==> src/rtl/gpr_access_sequencer_if.sv <==
// Sequencer-side bundle: issue port, GPR file port and execute-unit port.
// master = the sequencer, slave = decode / GPR file / execute unit.
interface gpr_access_sequencer_if #(
    parameter int DW = 8,
    parameter int AW = 3
);
    logic          issue_valid;
    logic          issue_ready;
    logic [1:0]    issue_op;
    logic [AW-1:0] issue_srcA;
    logic [AW-1:0] issue_srcB;
    logic [AW-1:0] issue_dst;

    logic          gpr_readEn;
    logic          gpr_writeEn;
    logic [AW-1:0] gpr_regA_num;
    logic [AW-1:0] gpr_regB_num;
    logic [AW-1:0] gpr_regC_num;
    logic [DW-1:0] gpr_regA_out;
    logic [DW-1:0] gpr_regB_out;
    logic [DW-1:0] gpr_regC_in;
    logic [DW-1:0] gpr_mulHighIn;

    logic [DW-1:0] exec_opA;
    logic [DW-1:0] exec_opB;
    logic          exec_start;
    logic          exec_is_mul;
    logic          exec_done;
    logic [DW-1:0] exec_res_lo;
    logic [DW-1:0] exec_res_hi;

    logic          busy;
    logic          done;
    logic          exec_err;

    modport master (
        input  issue_valid, issue_op, issue_srcA, issue_srcB, issue_dst,
               gpr_regA_out, gpr_regB_out, exec_done, exec_res_lo, exec_res_hi,
        output issue_ready, gpr_readEn, gpr_writeEn, gpr_regA_num, gpr_regB_num,
               gpr_regC_num, gpr_regC_in, gpr_mulHighIn, exec_opA, exec_opB,
               exec_start, exec_is_mul, busy, done, exec_err
    );

    modport slave (
        output issue_valid, issue_op, issue_srcA, issue_srcB, issue_dst,
               gpr_regA_out, gpr_regB_out, exec_done, exec_res_lo, exec_res_hi,
        input  issue_ready, gpr_readEn, gpr_writeEn, gpr_regA_num, gpr_regB_num,
               gpr_regC_num, gpr_regC_in, gpr_mulHighIn, exec_opA, exec_opB,
               exec_start, exec_is_mul, busy, done, exec_err
    );
endinterface

==> src/rtl/gpr_access_sequencer.sv <==
// Single-issue GPR read -> execute -> writeback sequencer.
// IDLE accept op | READ readEn | CAPT latch operands | EXEC wait done/timeout | WRITE writeback+done | FIN done, no write
module gpr_access_sequencer #(
    parameter int DW      = 8,
    parameter int AW      = 3,
    parameter int TIMEOUT = 15
) (
    input  logic                  clk,
    input  logic                  rst,
    gpr_access_sequencer_if.master bus
);
    typedef enum logic [2:0] {
        S_IDLE,
        S_READ,
        S_CAPT,
        S_EXEC,
        S_WRITE,
        S_FIN
    } state_t;

    localparam logic [1:0] OP_MUL  = 2'b01;
    localparam logic [1:0] OP_READ = 2'b10;
    localparam logic [1:0] OP_NOP  = 2'b11;
    localparam logic [7:0] CNT_LAST = 8'(TIMEOUT - 1);

    state_t        state_q, state_d;
    logic [1:0]    op_q, op_d;
    logic [AW-1:0] srca_q, srca_d;
    logic [AW-1:0] srcb_q, srcb_d;
    logic [AW-1:0] dst_q, dst_d;
    logic [DW-1:0] opa_q, opa_d;
    logic [DW-1:0] opb_q, opb_d;
    logic [DW-1:0] res_lo_q, res_lo_d;
    logic [DW-1:0] res_hi_q, res_hi_d;
    logic [7:0]    cnt_q, cnt_d;
    logic          err_q, err_d;
    logic [AW-1:0] rega_num_q, rega_num_d;
    logic [AW-1:0] regb_num_q, regb_num_d;
    logic [AW-1:0] regc_num_q, regc_num_d;
    logic [DW-1:0] regc_in_q, regc_in_d;
    logic [DW-1:0] mul_high_q, mul_high_d;

    always_ff @(posedge clk) begin
        if (rst) begin
            state_q    <= S_IDLE;
            op_q       <= '0;
            srca_q     <= '0;
            srcb_q     <= '0;
            dst_q      <= '0;
            opa_q      <= '0;
            opb_q      <= '0;
            res_lo_q   <= '0;
            res_hi_q   <= '0;
            cnt_q      <= '0;
            err_q      <= 1'b0;
            rega_num_q <= '0;
            regb_num_q <= '0;
            regc_num_q <= '0;
            regc_in_q  <= '0;
            mul_high_q <= '0;
        end else begin
            state_q    <= state_d;
            op_q       <= op_d;
            srca_q     <= srca_d;
            srcb_q     <= srcb_d;
            dst_q      <= dst_d;
            opa_q      <= opa_d;
            opb_q      <= opb_d;
            res_lo_q   <= res_lo_d;
            res_hi_q   <= res_hi_d;
            cnt_q      <= cnt_d;
            err_q      <= err_d;
            rega_num_q <= rega_num_d;
            regb_num_q <= regb_num_d;
            regc_num_q <= regc_num_d;
            regc_in_q  <= regc_in_d;
            mul_high_q <= mul_high_d;
        end
    end

    always_comb begin
        state_d    = state_q;
        op_d       = op_q;
        srca_d     = srca_q;
        srcb_d     = srcb_q;
        dst_d      = dst_q;
        opa_d      = opa_q;
        opb_d      = opb_q;
        res_lo_d   = res_lo_q;
        res_hi_d   = res_hi_q;
        cnt_d      = cnt_q;
        err_d      = err_q;
        rega_num_d = rega_num_q;
        regb_num_d = regb_num_q;
        regc_num_d = regc_num_q;
        regc_in_d  = regc_in_q;
        mul_high_d = mul_high_q;

        // Address/data outputs follow their hold registers except in the cycle that drives them.
        bus.issue_ready   = 1'b0;
        bus.gpr_readEn    = 1'b0;
        bus.gpr_writeEn   = 1'b0;
        bus.gpr_regA_num  = rega_num_q;
        bus.gpr_regB_num  = regb_num_q;
        bus.gpr_regC_num  = regc_num_q;
        bus.gpr_regC_in   = regc_in_q;
        bus.gpr_mulHighIn = mul_high_q;
        bus.exec_start    = 1'b0;
        bus.exec_is_mul   = 1'b0;
        bus.done          = 1'b0;

        case (state_q)
            S_IDLE: begin
                bus.issue_ready = 1'b1;
                if (bus.issue_valid) begin
                    op_d    = bus.issue_op;
                    srca_d  = bus.issue_srcA;
                    srcb_d  = bus.issue_srcB;
                    dst_d   = bus.issue_dst;
                    state_d = (bus.issue_op == OP_NOP) ? S_FIN : S_READ;
                end
            end
            S_READ: begin
                bus.gpr_readEn   = 1'b1;
                bus.gpr_regA_num = srca_q;
                bus.gpr_regB_num = srcb_q;
                rega_num_d       = srca_q;
                regb_num_d       = srcb_q;
                state_d          = S_CAPT;
            end
            S_CAPT: begin
                opa_d = bus.gpr_regA_out;
                opb_d = bus.gpr_regB_out;
                if (op_q == OP_READ) begin
                    state_d = S_FIN;
                end else begin
                    cnt_d   = '0;
                    state_d = S_EXEC;
                end
            end
            S_EXEC: begin
                // The counter only advances on non-done cycles, so it is zero exactly in the first EXEC cycle.
                bus.exec_start  = (cnt_q == '0);
                bus.exec_is_mul = (op_q == OP_MUL);
                if (bus.exec_done) begin
                    res_lo_d = bus.exec_res_lo;
                    res_hi_d = bus.exec_res_hi;
                    state_d  = S_WRITE;
                end else if (cnt_q == CNT_LAST) begin
                    err_d   = 1'b1;
                    state_d = S_FIN;
                end else begin
                    cnt_d = cnt_q + 8'd1;
                end
            end
            S_WRITE: begin
                bus.gpr_writeEn   = 1'b1;
                bus.gpr_regC_num  = dst_q;
                bus.gpr_regC_in   = res_lo_q;
                bus.gpr_mulHighIn = (op_q == OP_MUL) ? res_hi_q : '0;
                regc_num_d        = dst_q;
                regc_in_d         = res_lo_q;
                mul_high_d        = (op_q == OP_MUL) ? res_hi_q : '0;
                bus.done          = 1'b1;
                state_d           = S_IDLE;
            end
            S_FIN: begin
                bus.done = 1'b1;
                state_d  = S_IDLE;
            end
            default: state_d = S_IDLE;
        endcase
    end

    assign bus.exec_opA = opa_q;
    assign bus.exec_opB = opb_q;
    assign bus.busy     = (state_q != S_IDLE);
    assign bus.exec_err = err_q;

endmodule

==> src/flat_wrapper.sv <==
// flat-port wrapper written by rule: the top's interface ports become plain ports
module gpr_access_sequencer_flat 
#(
    parameter int DW      = 8,
    parameter int AW      = 3,
    parameter int TIMEOUT = 15
)
  (clk, rst, bus_issue_valid, bus_issue_op, bus_issue_srcA, bus_issue_srcB, bus_issue_dst, bus_gpr_regA_out, bus_gpr_regB_out, bus_exec_done, bus_exec_res_lo, bus_exec_res_hi, bus_issue_ready, bus_gpr_readEn, bus_gpr_writeEn, bus_gpr_regA_num, bus_gpr_regB_num, bus_gpr_regC_num, bus_gpr_regC_in, bus_gpr_mulHighIn, bus_exec_opA, bus_exec_opB, bus_exec_start, bus_exec_is_mul, bus_busy, bus_done, bus_exec_err);
  gpr_access_sequencer_if #(.DW(DW), .AW(AW)) bus_i ();
  input  logic clk;
  input  logic rst;
  input wire logic [$bits(bus_i.issue_valid)-1:0] bus_issue_valid;
  input wire logic [$bits(bus_i.issue_op)-1:0] bus_issue_op;
  input wire logic [$bits(bus_i.issue_srcA)-1:0] bus_issue_srcA;
  input wire logic [$bits(bus_i.issue_srcB)-1:0] bus_issue_srcB;
  input wire logic [$bits(bus_i.issue_dst)-1:0] bus_issue_dst;
  input wire logic [$bits(bus_i.gpr_regA_out)-1:0] bus_gpr_regA_out;
  input wire logic [$bits(bus_i.gpr_regB_out)-1:0] bus_gpr_regB_out;
  input wire logic [$bits(bus_i.exec_done)-1:0] bus_exec_done;
  input wire logic [$bits(bus_i.exec_res_lo)-1:0] bus_exec_res_lo;
  input wire logic [$bits(bus_i.exec_res_hi)-1:0] bus_exec_res_hi;
  output wire logic [$bits(bus_i.issue_ready)-1:0] bus_issue_ready;
  output wire logic [$bits(bus_i.gpr_readEn)-1:0] bus_gpr_readEn;
  output wire logic [$bits(bus_i.gpr_writeEn)-1:0] bus_gpr_writeEn;
  output wire logic [$bits(bus_i.gpr_regA_num)-1:0] bus_gpr_regA_num;
  output wire logic [$bits(bus_i.gpr_regB_num)-1:0] bus_gpr_regB_num;
  output wire logic [$bits(bus_i.gpr_regC_num)-1:0] bus_gpr_regC_num;
  output wire logic [$bits(bus_i.gpr_regC_in)-1:0] bus_gpr_regC_in;
  output wire logic [$bits(bus_i.gpr_mulHighIn)-1:0] bus_gpr_mulHighIn;
  output wire logic [$bits(bus_i.exec_opA)-1:0] bus_exec_opA;
  output wire logic [$bits(bus_i.exec_opB)-1:0] bus_exec_opB;
  output wire logic [$bits(bus_i.exec_start)-1:0] bus_exec_start;
  output wire logic [$bits(bus_i.exec_is_mul)-1:0] bus_exec_is_mul;
  output wire logic [$bits(bus_i.busy)-1:0] bus_busy;
  output wire logic [$bits(bus_i.done)-1:0] bus_done;
  output wire logic [$bits(bus_i.exec_err)-1:0] bus_exec_err;
  assign bus_i.issue_valid = bus_issue_valid;
  assign bus_i.issue_op = bus_issue_op;
  assign bus_i.issue_srcA = bus_issue_srcA;
  assign bus_i.issue_srcB = bus_issue_srcB;
  assign bus_i.issue_dst = bus_issue_dst;
  assign bus_i.gpr_regA_out = bus_gpr_regA_out;
  assign bus_i.gpr_regB_out = bus_gpr_regB_out;
  assign bus_i.exec_done = bus_exec_done;
  assign bus_i.exec_res_lo = bus_exec_res_lo;
  assign bus_i.exec_res_hi = bus_exec_res_hi;
  assign bus_issue_ready = bus_i.issue_ready;
  assign bus_gpr_readEn = bus_i.gpr_readEn;
  assign bus_gpr_writeEn = bus_i.gpr_writeEn;
  assign bus_gpr_regA_num = bus_i.gpr_regA_num;
  assign bus_gpr_regB_num = bus_i.gpr_regB_num;
  assign bus_gpr_regC_num = bus_i.gpr_regC_num;
  assign bus_gpr_regC_in = bus_i.gpr_regC_in;
  assign bus_gpr_mulHighIn = bus_i.gpr_mulHighIn;
  assign bus_exec_opA = bus_i.exec_opA;
  assign bus_exec_opB = bus_i.exec_opB;
  assign bus_exec_start = bus_i.exec_start;
  assign bus_exec_is_mul = bus_i.exec_is_mul;
  assign bus_busy = bus_i.busy;
  assign bus_done = bus_i.done;
  assign bus_exec_err = bus_i.exec_err;
  gpr_access_sequencer #(.DW(DW), .AW(AW), .TIMEOUT(TIMEOUT)) u_core (.clk(clk), .rst(rst), .bus(bus_i));
endmodule
==> config.mk <==
export PLATFORM = sky130hd
export DESIGN_NAME = gpr_access_sequencer_flat
export DESIGN_NICKNAME = d
export VERILOG_FILES = /design/src/rtl/gpr_access_sequencer_if.sv /design/src/rtl/gpr_access_sequencer.sv /design/src/flat_wrapper.sv
export SDC_FILE = /design/constraint.sdc
export NUM_CORES = 1
export LEC_CHECK = 0
export ABC_CLOCK_PERIOD_IN_PS = 5300
export CAP_MARGIN = 15
export CELL_PAD_IN_SITES_DETAIL_PLACEMENT = 0
export CELL_PAD_IN_SITES_GLOBAL_PLACEMENT = 1
export CORE_ASPECT_RATIO = 0.8
export CORE_UTILIZATION = 37
export DETAILED_ROUTE_END_ITERATION = 10
export GPL_ROUTABILITY_DRIVEN = 0
export PLACE_DENSITY = 0.89
export SYNTH_ARGS = -nofsm -noshare
export SYNTH_HDL_FRONTEND = slang
export SYNTH_SLANG_ARGS = --single-unit
==> constraint.sdc <==
create_clock -name clk -period 5.3 [get_ports clk]
set_input_delay 0.53 -clock clk [delete_from_list [all_inputs] [get_ports clk]]
set_output_delay 0.53 -clock clk [all_outputs]
set_load 0.02 [all_outputs]
# --- Word-level counts from Yosys, hierarchy flattened ---
# Index checks and enable logic that the tools add are counted.
op_classes:
  reduce_logical: 10
  muxes: 22
  n_eq_ne: 14
  addsub: 1
  bitwise_logic: 1
op_table:
  columns: ["op", "count"]
  rows:
  - ["8-bit 2-to-1 mux", 6]
  - ["3-bit 2-to-1 mux", 8]
  - ["8-bit one-hot mux with 2 select lines", 1]
  - ["3-bit one-hot mux with 4 select lines", 1]
  - ["8-bit by 1-bit adder with 8-bit output (second input constant)", 1]
  - ["8-bit by 4-bit == test with 1-bit output (second input constant)", 1]
  - ["8-bit zero test", 1]
  - ["2-bit inequality test (second input constant)", 4]
  - ["3-bit by 2-bit == test with 1-bit output (second input constant)", 2]
  - ["3-bit == test (second input constant)", 2]
  - ["1-bit 2-to-1 mux", 6]
  - ["2-bit AND reduction", 3]
  - ["2-bit == test (second input constant)", 2]
  - ["4-bit AND reduction", 1]
  - ["3-bit by 1-bit == test with 1-bit output (second input constant)", 1]
  - ["3-bit zero test", 1]
  - ["3-bit by 2-bit inequality test with 1-bit output (second input constant)", 1]
  - ["3-bit AND reduction", 1]
  - ["3-bit nonzero test", 1]
  - ["2-bit by 1-bit == test with 1-bit output (second input constant)", 1]
  - ["2-bit nonzero test", 1]
  - ["2-bit OR reduction", 1]
  - ["1-bit NOT", 1]
totals:
  in_bits: 47
  regBits: 80
  wordCells: 64
  output_inout_bits: 49

# --- Longest topological paths before layout ---
# Gate-level depths: netlist (run 1).
depth:
  word_depth: 4
  ltp_mapped: 7
  depth_no_buf: 6

# --- Least setup slack after synthesis (run 1) ---
# OpenSTA, ideal clock, no wires.
synth_path:
  path_kind: "reg-to-output"
  startpoint: "reg u_core.state_q[1]"
  endpoint: "out bus_gpr_mulHighIn[0]"
  n_path_buf: 2
  arrival_time_ns: 1.516
  slack_ns: 3.254
  stages_incl_launch_ff: 8
  t_required_ns: 4.770
  cell_sequence: "dfxtp_1 -> buf_6 -> nor2_1 -> nand2_1 -> clkbuf_1 -> clkinv_1 -> nand3_1 -> nand2_1"
synth_via:
  elab_chain_cells: 2
synth_rtl:
  columns: ["item", "line_no", "source"]
  rows:
  - ["start: declaration", "gpr_access_sequencer.sv:26", "state_t state_q, state_d;"]
  - ["start signal: assignment", "gpr_access_sequencer.sv:62", "state_q <= state_d;"]
  - ["3-bit == test", "gpr_access_sequencer.sv:112", "case (state_q)"]
  - ["8-bit 2-to-1 mux", null, null]
  - ["end: declaration", "flat_wrapper.sv:29", "output wire logic [$bits(bus_i.gpr_mulHighIn)-1:0] bus_gpr_mulHighIn;"]
# Every way passes these cells.

# --- Worst setup path in the final report (run 1) ---
# Ends and elaborated chain as after synthesis.

==> flow_summary.ini, run 1 <==
[detailed_routing]
vias = 2736
wl_per_cell_um = 12.77
drtIter0Drc = 117
vias_per_cell = 4.742
antenna_left = 0
wl_mm = 7.371
drc = 0
drtPass1Iterations = 4

[yosys]
synth-xor-area-share = 0
synth_top_family_by_area = simple AND/OR/NAND/NOR gates
synth_mux_area_frac = 0.06221
ys.flop_type = dfxtp_1
synthSimpleGateAreaFrac = 0.2523
synth-compound-area-share = 0.1252
synth_top_area_frac = 0.4946
synth_cells = 376
syn_area_um2 = 3238
synthTopCellsByArea = dfxtp_1, nand2_1, a21oi_1
synth.avg_cell_area_um2 = 8.612
ys_ff_latch = 80
synth_top_area_cell = dfxtp_1
synthArstFlopShare = 0
synth_nets = 426
synthAdderAreaFrac = 0.01159
ys.warnings.count = 0
synth.most_common_cell = nand2_1
post_synth_num_cell_types = 39
ys_seq_area_frac = 0.4946
ys_top_cells_by_count = nand2_1, dfxtp_1, a21oi_1, nor2b_1, mux2_2
synth_edf_count = 0

[grt]
grt_pass1_vias = 2512
track_usage = 0.1667
use_met1 = 0.2210
grtUsageMet3 = 0.05699
met2_usage = 0.2557
grt_pass1_wl_mm = 11.95
grt_overflow = 0
top_usage_layer = met2
antenna_found_initial = 0
grt_max_degree = 79

[placed_design]
portBuffers = 95
place_ws_ps = 2269
dp_hpwl_mm = 4.988

[clock_network]
cts_sinks = 80
path_clk_slew_ps = 80
cts_buffer_depth = 2
cts-resized-gates = 0
hold_buffers = 0
cts_root_buf = clkbuf_8
postCtsSetupBuffers = 0
htreeDepth = 3
cts_tree = yes
cts_buffers = 9
clk_latency_ps = 350

[pwr]
power_density_nw_per_um2 = 294.5
ir_worst_vdd_v = 0.0001422
leakagePower_nw = 1.619
power_mw = 1.299

[timing]
hold_viol = 0
setup_ws_ps = 1940
fin_crit_sh = 0.6341
rsz0062_at_grt = false
fin_skew_ps = 5.863
clock.fmax_mhz = 297.6
worst_pin_slew_ps = 1102
finalSetupViolations = 0
slew_headroom = 0.2620
fin_crit_ps = 3360
holdWs_ps = 454.8
slew_violations = 0
timing.setup.tns_ps = 0

[worst_setup_path]
critical_path.slowest_cell = nand2_1
cpMostUsedCell = nand2_1
crit_chain = nor2_1 -> nand2_1 -> clkinv_1 -> nand3_1 -> nand2_1 -> clkdlybuf4s50_1
path_buf_inv = 2
arrival_ps = 2830
cpPeakStageDelay_ps = 570
worstPathMaxFanout = 20
cp_data_required_time_ps = 4770
crit_family = buffers and inverters
worst-setup-path-type = register to primary output
start_kind = register
end_kind = primary output

[floorplan]
rows = 30
die_y_um = 85.68
start_util = 0.3817
die_area_um2 = 9132
core_area_um2 = 8483
num_io_pins = 96
die_w_um = 106.6

[finish]
multiInputGateArea_um2 = 1461
area_delta_synth_final_pct = 36.17
nNetsFinal = 510
fillers = 832
final-seq-area_um2 = 1602
n_antenna_cell = 0
final_util = 0.5198
drive_gt1_frac = 0.1032

[flow_run]
maxCapViolCount = 0

[run_status]
status = finished clean

[worst_hold_path]
hold_class = register to register
-- logic make-up (layout without fill, tap and decap cells) --
logic type | Yosys count | after routing
AND/OR/NAND/NOR | 174 | 174
flip-flops | 80 | 80
AO/OA/AOI/OAI | 70 | 70
buffers and inverters | 31 | 120
multiplexers | 18 | 18
adder cells (fa/ha/maj) | 3 | 3
-- final cells by class --
class / count / area share
Clock buffer: 11 / 0.03434
Clock inverter: 5 / 0.01447
Inverter: 7 / 0.005959
Multi-Input combinational cell: 265 / 0.3314
Sequential cell: 80 / 0.3632
Tap cell: 112 / 0.03178
Timing Repair Buffer: 97 / 0.2188
-- placed cells by master (no fill, tap or decap), drive strengths merged, types with 2 or more instances in the layout --
master	count
a21oi	57
a31oi	5
a41oi	3
and2	2
and3	2
and4	2
buf	3
clkbuf	11
clkdlybuf4s50	94
clkinv	3
dfxtp	80
ha	3
inv	7
mux2	17
nand2	108
nand3	14
nor2	10
nor2b	19
nor3	4
nor3b	2
or3	4
-- path summary, 6_finish.rpt --
kind                                        startpoint                endpoint  cells after the start  slack [ps]
worst max register to register         u_core.cnt_q[0]         u_core.cnt_q[0]                      6        3160
worst max-delay path                 u_core.state_q[1]    bus_gpr_mulHighIn[0]                      6        1940
worst min register to register  u_core.bus.exec_opA[5]  u_core.bus.exec_opA[5]                      2         450
worst min-delay path            u_core.bus.exec_opA[5]  u_core.bus.exec_opA[5]                      2         450
-- sequential cells by signal (all words and copies together), names as in the netlist --
register / cells
u_core.srcb_q: 3
u_core.bus.exec_opA: 8
u_core.cnt_q: 8
u_core.rega_num_q: 3
u_core.res_lo_q: 8
u_core.srca_q: 3
u_core.regb_num_q: 3
u_core.mul_high_q: 8
u_core.state_q: 3
u_core.dst_q: 3
u_core.regc_in_q: 8
u_core.res_hi_q: 8
u_core.op_q: 2
u_core.bus.exec_opB: 8
u_core.regc_num_q: 3
u_core.bus.exec_err: 1
-- per-stage QoR --
stage | cell area [µm²] | std cells
3_5_place_dp | 4183 | 560
4_1_cts | 4398 | 576
5_1_grt | 4409 | 577
3_3_place_gp | 4183 | 560
6_report | 4409 | 577
2_1_floorplan | 3238 | 376
-- tightest hold or removal path, cell delays in order (launching register included) --
cell     delay [ps]
dfxtp_1         310
nand2_1          50
a21oi_1          50
-- power by group --
part,switching [mW],internal [mW]
Clock,0.224,0.247
Combinational,0.101,0.0899
Sequential,0.0150,0.623
-- metal layers --
| metal | vias to the layer above | wire length, µm | part of all wire |
|---|---|---|---|
| li1 | 1424 | - | - |
| met1 | 1237 | 3551 | 0.48 |
| met2 | 68 | 3287 | 0.45 |
| met3 | 7 | 452 | 0.061 |
| met4 | 0 | 78 | 0.011 |
| met5 | - | 0 | 0 |
Power figures use the tool's default switching activity.
==> run 2: changes to the inputs <==
--- a/config.mk
+++ b/config.mk
@@ -5,15 +5,15 @@
 export SDC_FILE = /design/constraint.sdc
 export NUM_CORES = 1
 export LEC_CHECK = 0
-export ABC_CLOCK_PERIOD_IN_PS = 5300
+export ABC_CLOCK_PERIOD_IN_PS = 3100
 export CAP_MARGIN = 15
 export CELL_PAD_IN_SITES_DETAIL_PLACEMENT = 0
 export CELL_PAD_IN_SITES_GLOBAL_PLACEMENT = 1
 export CORE_ASPECT_RATIO = 0.8
-export CORE_UTILIZATION = 37
+export CORE_UTILIZATION = 34
 export DETAILED_ROUTE_END_ITERATION = 10
 export GPL_ROUTABILITY_DRIVEN = 0
-export PLACE_DENSITY = 0.89
+export PLACE_DENSITY = 0.83
 export SYNTH_ARGS = -nofsm -noshare
 export SYNTH_HDL_FRONTEND = slang
 export SYNTH_SLANG_ARGS = --single-unit
==> constraint.sdc (replaced) <==
create_clock -name clk -period 3.1 [get_ports clk]
set_input_delay 0.31 -clock clk [delete_from_list [all_inputs] [get_ports clk]]
set_output_delay 0.31 -clock clk [all_outputs]
set_load 0.02 [all_outputs]
==> run 2 against run 1 <==
  * The flow now finishes with violations (DRC)
  * Via count rose by 3.2%
  * Non-clock buffer count rose by 2
  * Global-route usage fell by 0.87 points
  * Sequential share of layout area fell by 1.1 points
  * Sequential power rose by 71%
  * Wire length rose by 5.0%
  * Combinational power rose by 73%
  * Worst setup slack got worse by 1500 ps
  * Die area rose by 8.6%
  * Final area rose by 3.1%
  * Total power rose by 100%
  * Flip-flop and latch count did not move
  * Largest power group is now clock
==> flow_summary.ini, run 2 (same netlist as run 1, synthesis figures left out) <==
[run_status]
status = finished, violations left
violations = DRC

[worst_setup_path]
reg2reg_to = u_core.cnt_q[3]
start_kind = register
worst-setup-path-type = register to primary output
arrival_ps = 2360
r2r_slack_ps = 920
worstPathMaxFanout = 20
end_kind = primary output
cp_data_required_time_ps = 2790
reg2reg_depth = 6
r2r_start = u_core.cnt_q[0]

[clock_network]
postCtsSetupBuffers = 0
htreeDepth = 3
path_clk_slew_ps = 60
cts-resized-gates = 0
cts_buffer_depth = 2
hold_buffers = 0
cts_tree = yes
clk_latency_ps = 330
cts_root_buf = clkbuf_16
cts_buffers = 9
cts_sinks = 80

[finish]
fillers = 878
design_area_um2 = 4547
layout_common_cells = nand2_1, clkdlybuf4s50_1, dfxtp_1
final_common_cell = nand2_1
n_antenna_cell = 0
area_delta_synth_final_pct = 40.42
final_util = 0.4967
stdcell_count = 582
drive_gt1_frac = 0.1071
nNetsFinal = 512

[floorplan]
num_io_pins = 96
die_area_um2 = 9920
start_util = 0.3537
die_w_um = 111.1
die_y_um = 89.29
core_area_um2 = 9154
rows = 31

[flow_run]
maxCapViolCount = 0

[pwr]
ir_worst_vdd_v = 0.0003387
power_mw = 2.594
leakagePower_nw = 1.684
power_density_nw_per_um2 = 570.5

[detailed_routing]
drtIter0Drc = 118
drc = 10
wl_per_cell_um = 13.29
vias = 2823
vias_per_cell = 4.851
drtPass1Iterations = 7
wl_mm = 7.737
antenna_left = 0

[timing]
slew_violations = 0
holdWs_ps = 452.8
hold_viol = 0
fin_crit_sh = 0.8611
worst_pin_slew_ps = 1024
slew_headroom = 0.3140
setup_ws_ps = 430.6
fin_crit_ps = 2669
rsz0062_at_grt = false
timing.setup.tns_ps = 0
finalSetupViolations = 0
fin_skew_ps = 8.881
clock.fmax_mhz = 374.6

[placed_design]
portBuffers = 95
place_ws_ps = 780.0
placed_area_um2 = 4209
placedCellCount = 566
dp_hpwl_mm = 5.245

[grt]
track_usage = 0.1580
grt_overflow = 0
grt_max_degree = 44
grt_pass1_vias = 2521
grt_pass1_wl_mm = 12.33
antenna_found_initial = 0

[worst_hold_path]
min_from = u_core.res_lo_q[4]
holdPathStages = 2
whs_endpoint = u_core.res_lo_q[4]
hold_class = register to register
## run 2: changes by cell type in the layout (fill, tap and decap cells not counted)
cell / delta
clkbuf_16: +9
clkbuf_8: -9
buf_4: +3
clkinv_4: -2
buf_6: -1
bufinv_16: +1
inv_6: +1
## run 2: worst max path at each step
stage                            from              endpoint  slack, ps  cells past startpoint
floorplan             u_core.cnt_q[0]       u_core.cnt_q[3]       1270                      6
global placement    u_core.state_q[1]  bus_gpr_mulHighIn[7]        840                      7
detailed placement  u_core.state_q[1]  bus_gpr_mulHighIn[6]        780                      7
CTS                 u_core.state_q[1]  bus_gpr_mulHighIn[6]        420                      7
global route        u_core.state_q[1]  bus_gpr_mulHighIn[6]        180                      7
finish              u_core.state_q[1]  bus_gpr_mulHighIn[0]        430                      7
## run 2: cell type report
cell class,instances,area [µm²],share of cell area
timing repair buffer,99,975.9,0.2146
clock inverter,5,85.08,0.01871
clock buffer,11,252.7,0.05559
tap,115,143.9,0.03165
multi-input combinational,265,1461,0.3214
sequential,80,1602,0.3522
inverter,7,26.28,0.005779
## run 2: metal layers
layer / share of wire / global-route usage / vias to the layer above
met3: 0.061 / 0.04949 / 5
li1: - / - / 1434
met5: 0 / 0 / -
met1: 0.50 / 0.2104 / 1310
met2: 0.43 / 0.2430 / 74
met4: 0.0075 / 0.05897 / 0
## run 2: worst max-delay path: stages (launching register included)
cell and delay (ps):
dfxtp_1 510, nor2_1 80, nand2_1 70, buf_4 260, clkinv_1 300, nand3_1 200
nand2_1 70, clkdlybuf4s50_1 530
## run 2: where the power goes
| group | internal, mW | switching [mW] |
|---|---|---|
| sequential | 1.07 | 0.0272 |
| combinational | 0.156 | 0.173 |
| clock | 0.755 | 0.416 |
